<file path="config.mk">
export PLATFORM = sky130hd
export DESIGN_NAME = ahb_regif
export DESIGN_NICKNAME = d
export VERILOG_FILES = /design/src/rtl/ahb_regif.sv
export SDC_FILE = /design/constraint.sdc
export NUM_CORES = 1
export LEC_CHECK = 0
export ABC_AREA = 1
export BUFFER_PORTS_ARGS = -buffer_cell sky130_fd_sc_hd__buf_2
export CELL_PAD_IN_SITES_DETAIL_PLACEMENT = 1
export CELL_PAD_IN_SITES_GLOBAL_PLACEMENT = 2
export CORE_AREA = 2 2 162 164
export DETAILED_ROUTE_END_ITERATION = 8
export DIE_AREA = 0 0 164 166
export PLACE_DENSITY_LB_ADDON = 0.1
export SYNTH_ARGS = -nofsm -noshare
export SYNTH_HDL_FRONTEND = slang
export SYNTH_SLANG_ARGS = --single-unit
export TNS_END_PERCENT = 50
</file>
<file path="constraint.sdc">
create_clock -name clk -period 1.7 [get_ports clk]
set_input_delay 0.34 -clock clk [delete_from_list [all_inputs] [get_ports clk]]
set_output_delay 0.34 -clock clk [all_outputs]
set_load 0.1 [all_outputs]
</file>
<file path="src/rtl/ahb_regif.sv">
// AHB-Lite slave front-end for a bank of NREG word registers.
// Turns address/data-phase transfers into one-cycle write, clear and read
// strobes. Legal accesses complete with zero wait states. Illegal accesses
// get a two-cycle ERROR response.
module ahb_regif #(
    parameter int unsigned NREG = 8,
    parameter int unsigned DW   = 32
) (
    input  logic                 clk,
    input  logic                 rst_n,
    input  logic                 hsel_i,
    input  logic [31:0]          haddr_i,
    input  logic [1:0]           htrans_i,
    input  logic                 hwrite_i,
    input  logic [2:0]           hsize_i,
    input  logic [DW-1:0]        hwdata_i,
    input  logic                 hready_i,
    output logic                 hreadyout_o,
    output logic                 hresp_o,
    output logic [DW-1:0]        hrdata_o,
    output logic [NREG-1:0]      reg_wen_o,
    output logic [NREG-1:0]      reg_clr_o,
    output logic [DW-1:0]        reg_wdata_o,
    output logic [NREG-1:0]      reg_ren_o,
    input  logic [NREG*DW-1:0]   reg_rdata_i
);

    typedef enum logic [1:0] {StOkay, StErr1, StErr2} st_e;

    st_e        st_q, st_d;
    logic       accept;
    logic       addr_legal;
    logic       dp_valid_q, dp_valid_d;
    logic       dp_write_q, dp_write_d;
    logic       dp_alias_q, dp_alias_d;
    logic       dp_legal_q, dp_legal_d;
    logic [5:0] dp_idx_q,   dp_idx_d;
    logic       dp_active;
    logic [DW-1:0] rd_or;

    // Address bits above the map and the SEQ/NONSEQ distinction are not needed.
    logic unused_bits;
    assign unused_bits = ^{haddr_i[31:9], htrans_i[0]};

    // Address-phase acceptance and legality of the transfer being offered.
    always_comb begin
        accept     = hsel_i & htrans_i[1] & hready_i;
        addr_legal = (hsize_i == 3'b010) &&
                     (haddr_i[1:0] == 2'b00) &&
                     ({1'b0, haddr_i[7:2]} < 7'(NREG)) &&
                     !(!hwrite_i && haddr_i[8]);
    end

    // Next data-phase state: capture on every ready cycle, hold while stalled.
    always_comb begin
        dp_valid_d = dp_valid_q;
        dp_write_d = dp_write_q;
        dp_alias_d = dp_alias_q;
        dp_legal_d = dp_legal_q;
        dp_idx_d   = dp_idx_q;
        if (hready_i) begin
            dp_valid_d = accept;
            dp_write_d = hwrite_i;
            dp_alias_d = haddr_i[8];
            dp_legal_d = addr_legal;
            dp_idx_d   = haddr_i[7:2];
        end
    end

    // Response FSM: an illegal acceptance enters ERR1 for its own data phase.
    always_comb begin
        st_d = StOkay;
        case (st_q)
            StErr1:  st_d = StErr2;
            default: if (accept && !addr_legal) st_d = StErr1;
        endcase
    end

    // State registers; reset aborts any data phase in flight.
    always_ff @(posedge clk or negedge rst_n) begin
        if (!rst_n) begin
            st_q       <= StOkay;
            dp_valid_q <= 1'b0;
            dp_write_q <= 1'b0;
            dp_alias_q <= 1'b0;
            dp_legal_q <= 1'b0;
            dp_idx_q   <= 6'd0;
        end else begin
            st_q       <= st_d;
            dp_valid_q <= dp_valid_d;
            dp_write_q <= dp_write_d;
            dp_alias_q <= dp_alias_d;
            dp_legal_q <= dp_legal_d;
            dp_idx_q   <= dp_idx_d;
        end
    end

    // One-hot strobes for the legal access in its data phase.
    always_comb begin
        dp_active = dp_valid_q && dp_legal_q && (st_q == StOkay);
        reg_wen_o = '0;
        reg_clr_o = '0;
        reg_ren_o = '0;
        for (int unsigned k = 0; k < NREG; k++) begin
            if (dp_active && (dp_idx_q == 6'(k))) begin
                reg_wen_o[k] = dp_write_q && !dp_alias_q;
                reg_clr_o[k] = dp_write_q && dp_alias_q;
                reg_ren_o[k] = !dp_write_q;
            end
        end
    end

    // Read data: unselected registers drive zero, so OR-combine all slices.
    always_comb begin
        rd_or = '0;
        for (int unsigned k = 0; k < NREG; k++) begin
            rd_or = rd_or | reg_rdata_i[k*DW +: DW];
        end
        hrdata_o    = (dp_active && !dp_write_q) ? rd_or : '0;
        reg_wdata_o = hwdata_i;
        hreadyout_o = (st_q != StErr1);
        hresp_o     = (st_q != StOkay);
    end

endmodule

</file>
==> results.txt, run 1 <==
final hold violations: 0
transition time at the pin with the least slew margin: 0.499 ns
RSZ-0062 raised after global routing: yes
Port Buffers: 331
Slew Limit Fails: 0
initial antenna violation count: 0
Post-Route WL: 14800 um
P per Cell Area: 264 nW/um2
via count: 3470
average instance area after synthesis: 4.98 um2
Leakage: 0.00250 uW
Finished Core Util: 0.213
Tcrit/Tclk final: 1.13
DR vias/cell: 3.31
Iteration-0 DRC Markers: 50
hold slack: 0.314 ns
simple-gate share of the synthesized area: 0.660
crit path DAT: 1.59 ns
Final setup viols: 56
fill cell count: 3165
syn nets: 730
Multi-input gate area: 1900 um2
Crit Path Class: flop to output port
relative slew slack: 0.669
gr ovfl total: 0
combinational family with the most area after synthesis: simple AND/OR/NAND/NOR gates
synthesized instance count: 400
Synth area leaders: nor2_1, nand2_1, dfrtp_1, buf_4, inv_1
Area Growth Syn to Fin: 174%
min-delay worst type: input pin to flop
Syn Std Cell Area: 1990 um2
CTS clk-pin slew, worst paths: 0.04 ns
first-pass GRT wire length: 21100 um
post-synthesis compound-gate area fraction: 0.0176
Max Cap Viol: 0
f_max: 519 MHz
TritonCTS clock tree: done
layout cell share with drive strength beyond 1: 0.599
DP Area: 5220 um2
hold path cells: 3
ANT cells: 0
cell taking the most area after synthesis: nor2_1
total power: 1440 uW
Initial Utilization: 0.0778
Post-Synth Adder-Cell Area: 0
max incr delay on CP: 0.40 ns
YS warnings: 0
worst slack, placed: -0.0769 ns
sw frac: 0.311
Synth top area share: 0.424
Internal: 991 uW
Num CTS Buffers: 3
GRT Total Usage: 0.101
fin nets: 1044
Worst Setup End Kind: output port
Die Area: 27200 um2
Comb pwr share: 0.433
register share of total power: 0.232
Clock Tree Buf Depth: 2
number of global-route vias before repair: 3661
mean routed wirelength per cell: 14.1 um
DRT antenna net count: 0
DRC: 0
Req. time, crit path: 1.36 ns
final setup margin: -0.226 ns
die width: 164 um
crit-path max FO: 17
CTS H-tree depth: 1
#FFs+latches synth: 12
CP max stage cell: dfrtp_1
switching pwr: 446 uW
Final Cell Area: 5450 um2
Synth Area in XOR/XNOR: 0
Core ar.: 25600 um2
worst-case reg-to-reg path depth: 5
crit path cell chain: nor2_4 > buf_6 > nand3_4 > buf_12 > nor2_4 > buf_12
Max VDD drop: 0.000275 V
mux cell area share after synthesis: 0
site row count: 59
register area: 302 um2
Worst Setup Start Kind: flop
Clock Sinks: 12
CTS root buf: clkbuf_16
final RePlAce weighted congestion: 0.747
Die Height: 166 um
post-layout minimum cycle time: 1.93 ns
largest net degree at the start of global routing: 18
clock share of power: 0.335
dpl hpwl: 13900 um
Clock Latency Late Sink: 0.24 ns
detailed-router iteration count before antenna repair: 4
synth unique cells: 16
register area share after synthesis: 0.151
failing checks: negative setup slack
Final Skew: 0.0000110 ns
run status: finished, violations left
I/O Pins: 420
## layer usage
metal | GRT usage | routed length [um]
met1 | 0.107 | 5340
met2 | 0.210 | 8270
met3 | 0.0177 | 1110
met4 | 0.00992 | 71
met5 | 0 | 0
## through the flow
step                cells  setup TNS [ns]
floorplan             400           -7.44
global placement     1038         -0.0996
detailed placement   1038          -0.347
CTS                  1048          -12.48
global route         1048          -14.08
finish               1048          -10.33
## state kept, by name, indices dropped and copies added (netlist names)
name        flops
dp_idx_q        6
dp_legal_q      1
dp_write_q      1
dp_alias_q      1
st_q            2
dp_valid_q      1
## power groups by stage
stage	combinational, uW	sequential (uW)	clock (uW)
3_5_place_dp	612	334	0
5_1_grt	698	337	516
2_1_floorplan	579	331	0
4_1_cts	639	334	497
6_report	622	334	482
3_3_place_gp	605	333	0
## Yosys cell counts
master / instances
nor3_4: 1
nand2_2: 1
dfrtp_1: 12
nor2_4: 2
nor3_1: 2
nor2_2: 1
nand3_1: 4
buf_6: 4
nor2_1: 225
nand2_1: 87
nand3_2: 5
nand4_1: 2
inv_1: 14
o21ai_0: 7
buf_2: 1
buf_4: 32
## worst max-delay path, delay by kind of cell (launching register included)
family                 cells  cell delay [ns]
AND/OR/NAND/NOR            3             0.41
flip-flops                 1             0.40
buffers and inverters      3             0.51
## logic make-up after synthesis
logic type	count (synthesis)
and+or+nand+nor	330
DFF	12
AOI/OAI and AO/OA	7
buffers and inverters	51
## path summary, 6_finish.rpt
check / start / to / slack (ns)
min: haddr_i[3] / dp_idx_q[1] / 0.31
min in group asynchronous: rst_n / dp_valid_q / 0.51
min reg2reg: dp_legal_q / dp_legal_q / 0.48
max in group asynchronous: rst_n / dp_idx_q[1] / 0.94
max: st_q[1] / hrdata_o[14] / -0.23
max reg2reg: st_q[0] / st_q[0] / 0.78
## repair_timing
action | 4_1_cts | 5_1_grt
pin swaps | 30 | 7
hold buffers | 1 | 0
gates resized for setup | 16 | 2
setup buffers | 5 | 0
setup endpoints to repair | 56 | 56
hold endpoints to repair | 12 | 0
## cells in the final DEF (no fill, tap or decap)
cell type	instances
dfrtp_1	11
nor2_2	2
dfrtp_2	1
buf_12	61
nor2_4	59
inv_2	1
o21ai_0	7
buf_4	7
nor2_1	167
buf_6	3
nand3_4	8
inv_1	12
dlygate4sd3_1	1
nand2_4	3
buf_2	274
nand2_1	85
nand4_1	2
nand3_1	1
clkbuf_16	3
clkbuf_8	1
nor3_4	3
inv_4	1
## area by class of cell
| type | instances | area share |
|---|---|---|
| multi-input combinational | 337 | 0.348 |
| inverter | 14 | 0.0101 |
| timing repair buffer | 346 | 0.493 |
| tap | 335 | 0.0769 |
| clock buffer | 4 | 0.0163 |
| sequential | 12 | 0.0553 |
Power figures use the tool's default switching activity.
==> inputs of run 2 (changes only) <==
Settings changed: CTS_BUF_LIST set to sky130_fd_sc_hd__clkbuf_8.
==> run 2 against run 1 <==
Against the previous run:
- the flow still finishes with violations (negative setup slack)
- sequential share of layout area increased by 0.056 points
- non-clock buffer count unchanged
- die area unchanged
- clock power decreased by 36%
- largest cell class unchanged
- highest routed layer unchanged
==> results.txt, run 2 (synthesis gave the netlist of run 1 again) <==
Iteration-0 DRC Markers: 56
Max VDD drop: 0.000224 V
Clock Sinks: 12
detailed-router iteration count before antenna repair: 4
Worst Setup Start Kind: flop
DR vias/cell: 3.31
register area: 303 um2
relative slew slack: 0.669
initial antenna violation count: 0
transition time at the pin with the least slew margin: 0.499 ns
dpl hpwl: 13900 um
Leakage: 0.00248 uW
DRT antenna net count: 0
fin nets: 1044
number of global-route vias before repair: 3648
crit path cell chain: nor2_4 > buf_6 > nand3_4 > buf_12 > nor2_4 > buf_12
die width: 164 um
Final setup viols: 56
gr ovfl total: 0
run status: finished, violations left
RSZ-0062 raised after global routing: yes
most common cell after layout, fill and taps aside: buf_2
crit path DAT: 1.58 ns
min-delay worst type: input pin to flop
DRC: 0
Num CTS Buffers: 3
worst slack, placed: -0.0769 ns
CP bufs+invs: 3
CTS H-tree depth: 1
max incr delay on CP: 0.40 ns
final hold violations: 0
ANT cells: 0
Largest regs: dp_idx_q: 6 flops, st_q: 2 flops
site row count: 59
crit-path max FO: 17
via count: 3466
Tcrit/Tclk final: 1.13
Area Growth Syn to Fin: 172%
GRT Total Usage: 0.101
Port Buffers: 331
final setup margin: -0.223 ns
Final TNS setup: -9.86 ns
Layout Cells excl Fill: 1048
P per Cell Area: 233 nW/um2
first-pass GRT wire length: 21000 um
critical path's top delay family: buffers and inverters
CTS root buf: clkbuf_8
Multi-input gate area: 1900 um2
layout cell share with drive strength beyond 1: 0.600
TritonCTS clock tree: done
Clock Tree Buf Depth: 2
Worst Setup End Kind: output port
final RePlAce weighted congestion: 0.747
most frequent cells in the layout: buf_2, nor2_1, nand2_1, buf_12, nor2_4
Post-Route WL: 14800 um
f_max: 520 MHz
Crit Path Class: flop to output port
Slew Limit Fails: 0
post-layout minimum cycle time: 1.92 ns
Req. time, crit path: 1.36 ns
Die Area: 27200 um2
failing checks: negative setup slack
Core ar.: 25600 um2
CTS clk-pin slew, worst paths: 0.06 ns
I/O Pins: 420
Die Height: 166 um
Finished Core Util: 0.212
max reg flops: 6
register bank with the most flops: dp_idx_q
CP max stage cell: dfrtp_1
Placed Cells: 1038
largest net degree at the start of global routing: 18
mean routed wirelength per cell: 14.1 um
Clock Latency Late Sink: 0.23 ns
Initial Utilization: 0.0778
Final Skew: 0.0000110 ns
Max Cap Viol: 0
fill cell count: 3167
-- run 2: changes by cell type in the layout (fill, tap and decap cells not counted) --
cell       previous run  this run
clkbuf_16             3         0
clkbuf_8              1         4
dfrtp_1              11        10
dfrtp_2               1         2
-- run 2: worst paths after layout --
check / start / endpoint / slack [ns] / cells after the start
setup / recovery: st_q[1] / hrdata_o[14] / -0.22 / 6
setup reg to reg: st_q[0] / st_q[0] / 0.78 / 5
hold reg to reg: dp_legal_q / dp_legal_q / 0.49 / 2
max in group asynchronous: rst_n / dp_idx_q[1] / 0.95 / 2
hold / removal: haddr_i[3] / dp_idx_q[1] / 0.32 / 3
min in group asynchronous: rst_n / dp_valid_q / 0.51 / 2
-- run 2: per-layer routing --
layer  part of all wire  wire [um]  up-vias  track usage
met5                  0          0        -            0
met4             0.0029         43        0      0.00648
met3              0.074       1090        8       0.0170
met2               0.56       8270      158        0.209
met1               0.36       5360     1490        0.107
li1                   -          -     1810            -
-- run 2: cell type report --
type / count / share of cell area
sequential: 12 / 0.0559
inverter: 14 / 0.0102
clock buffer: 4 / 0.0102
multi-input combinational: 337 / 0.350
tap: 335 / 0.0773
timing repair buffer: 346 / 0.496
-- run 2: stage by stage --
step	total power (uW)	hold WS, ns	cell area, um2
after floorplan	909	0.0444	2500
after global placement	938	0.246	5220
after detailed placement	946	0.246	5220
after CTS	1290	0.319	5410
after global routing	1380	0.336	5420
final	1260	0.316	5420
-- run 2: tightest hold or removal path: cells and delay by family --
family                 cells  cell delay (ns)
AND/OR/NAND/NOR            1             0.04
AO/OA/AOI/OAI              1             0.05
buffers and inverters      1             0.08
-- run 2: repair_timing --
item,CTS,global route
endpoints found under the setup margin,56,56
endpoints found under the hold margin,12,0
gates resized for setup,16,3
buffers inserted,5,0
pin swaps,29,9
hold buffers,1,0
-- run 2: where the power goes --
group	total (uW)	internal, uW	leakage, uW	switching, uW
clock	308	204	0.0000288	104
sequential	333	308	0.000149	25.3
combinational	622	327	0.00230	295
total	1260	839	0.00248	424
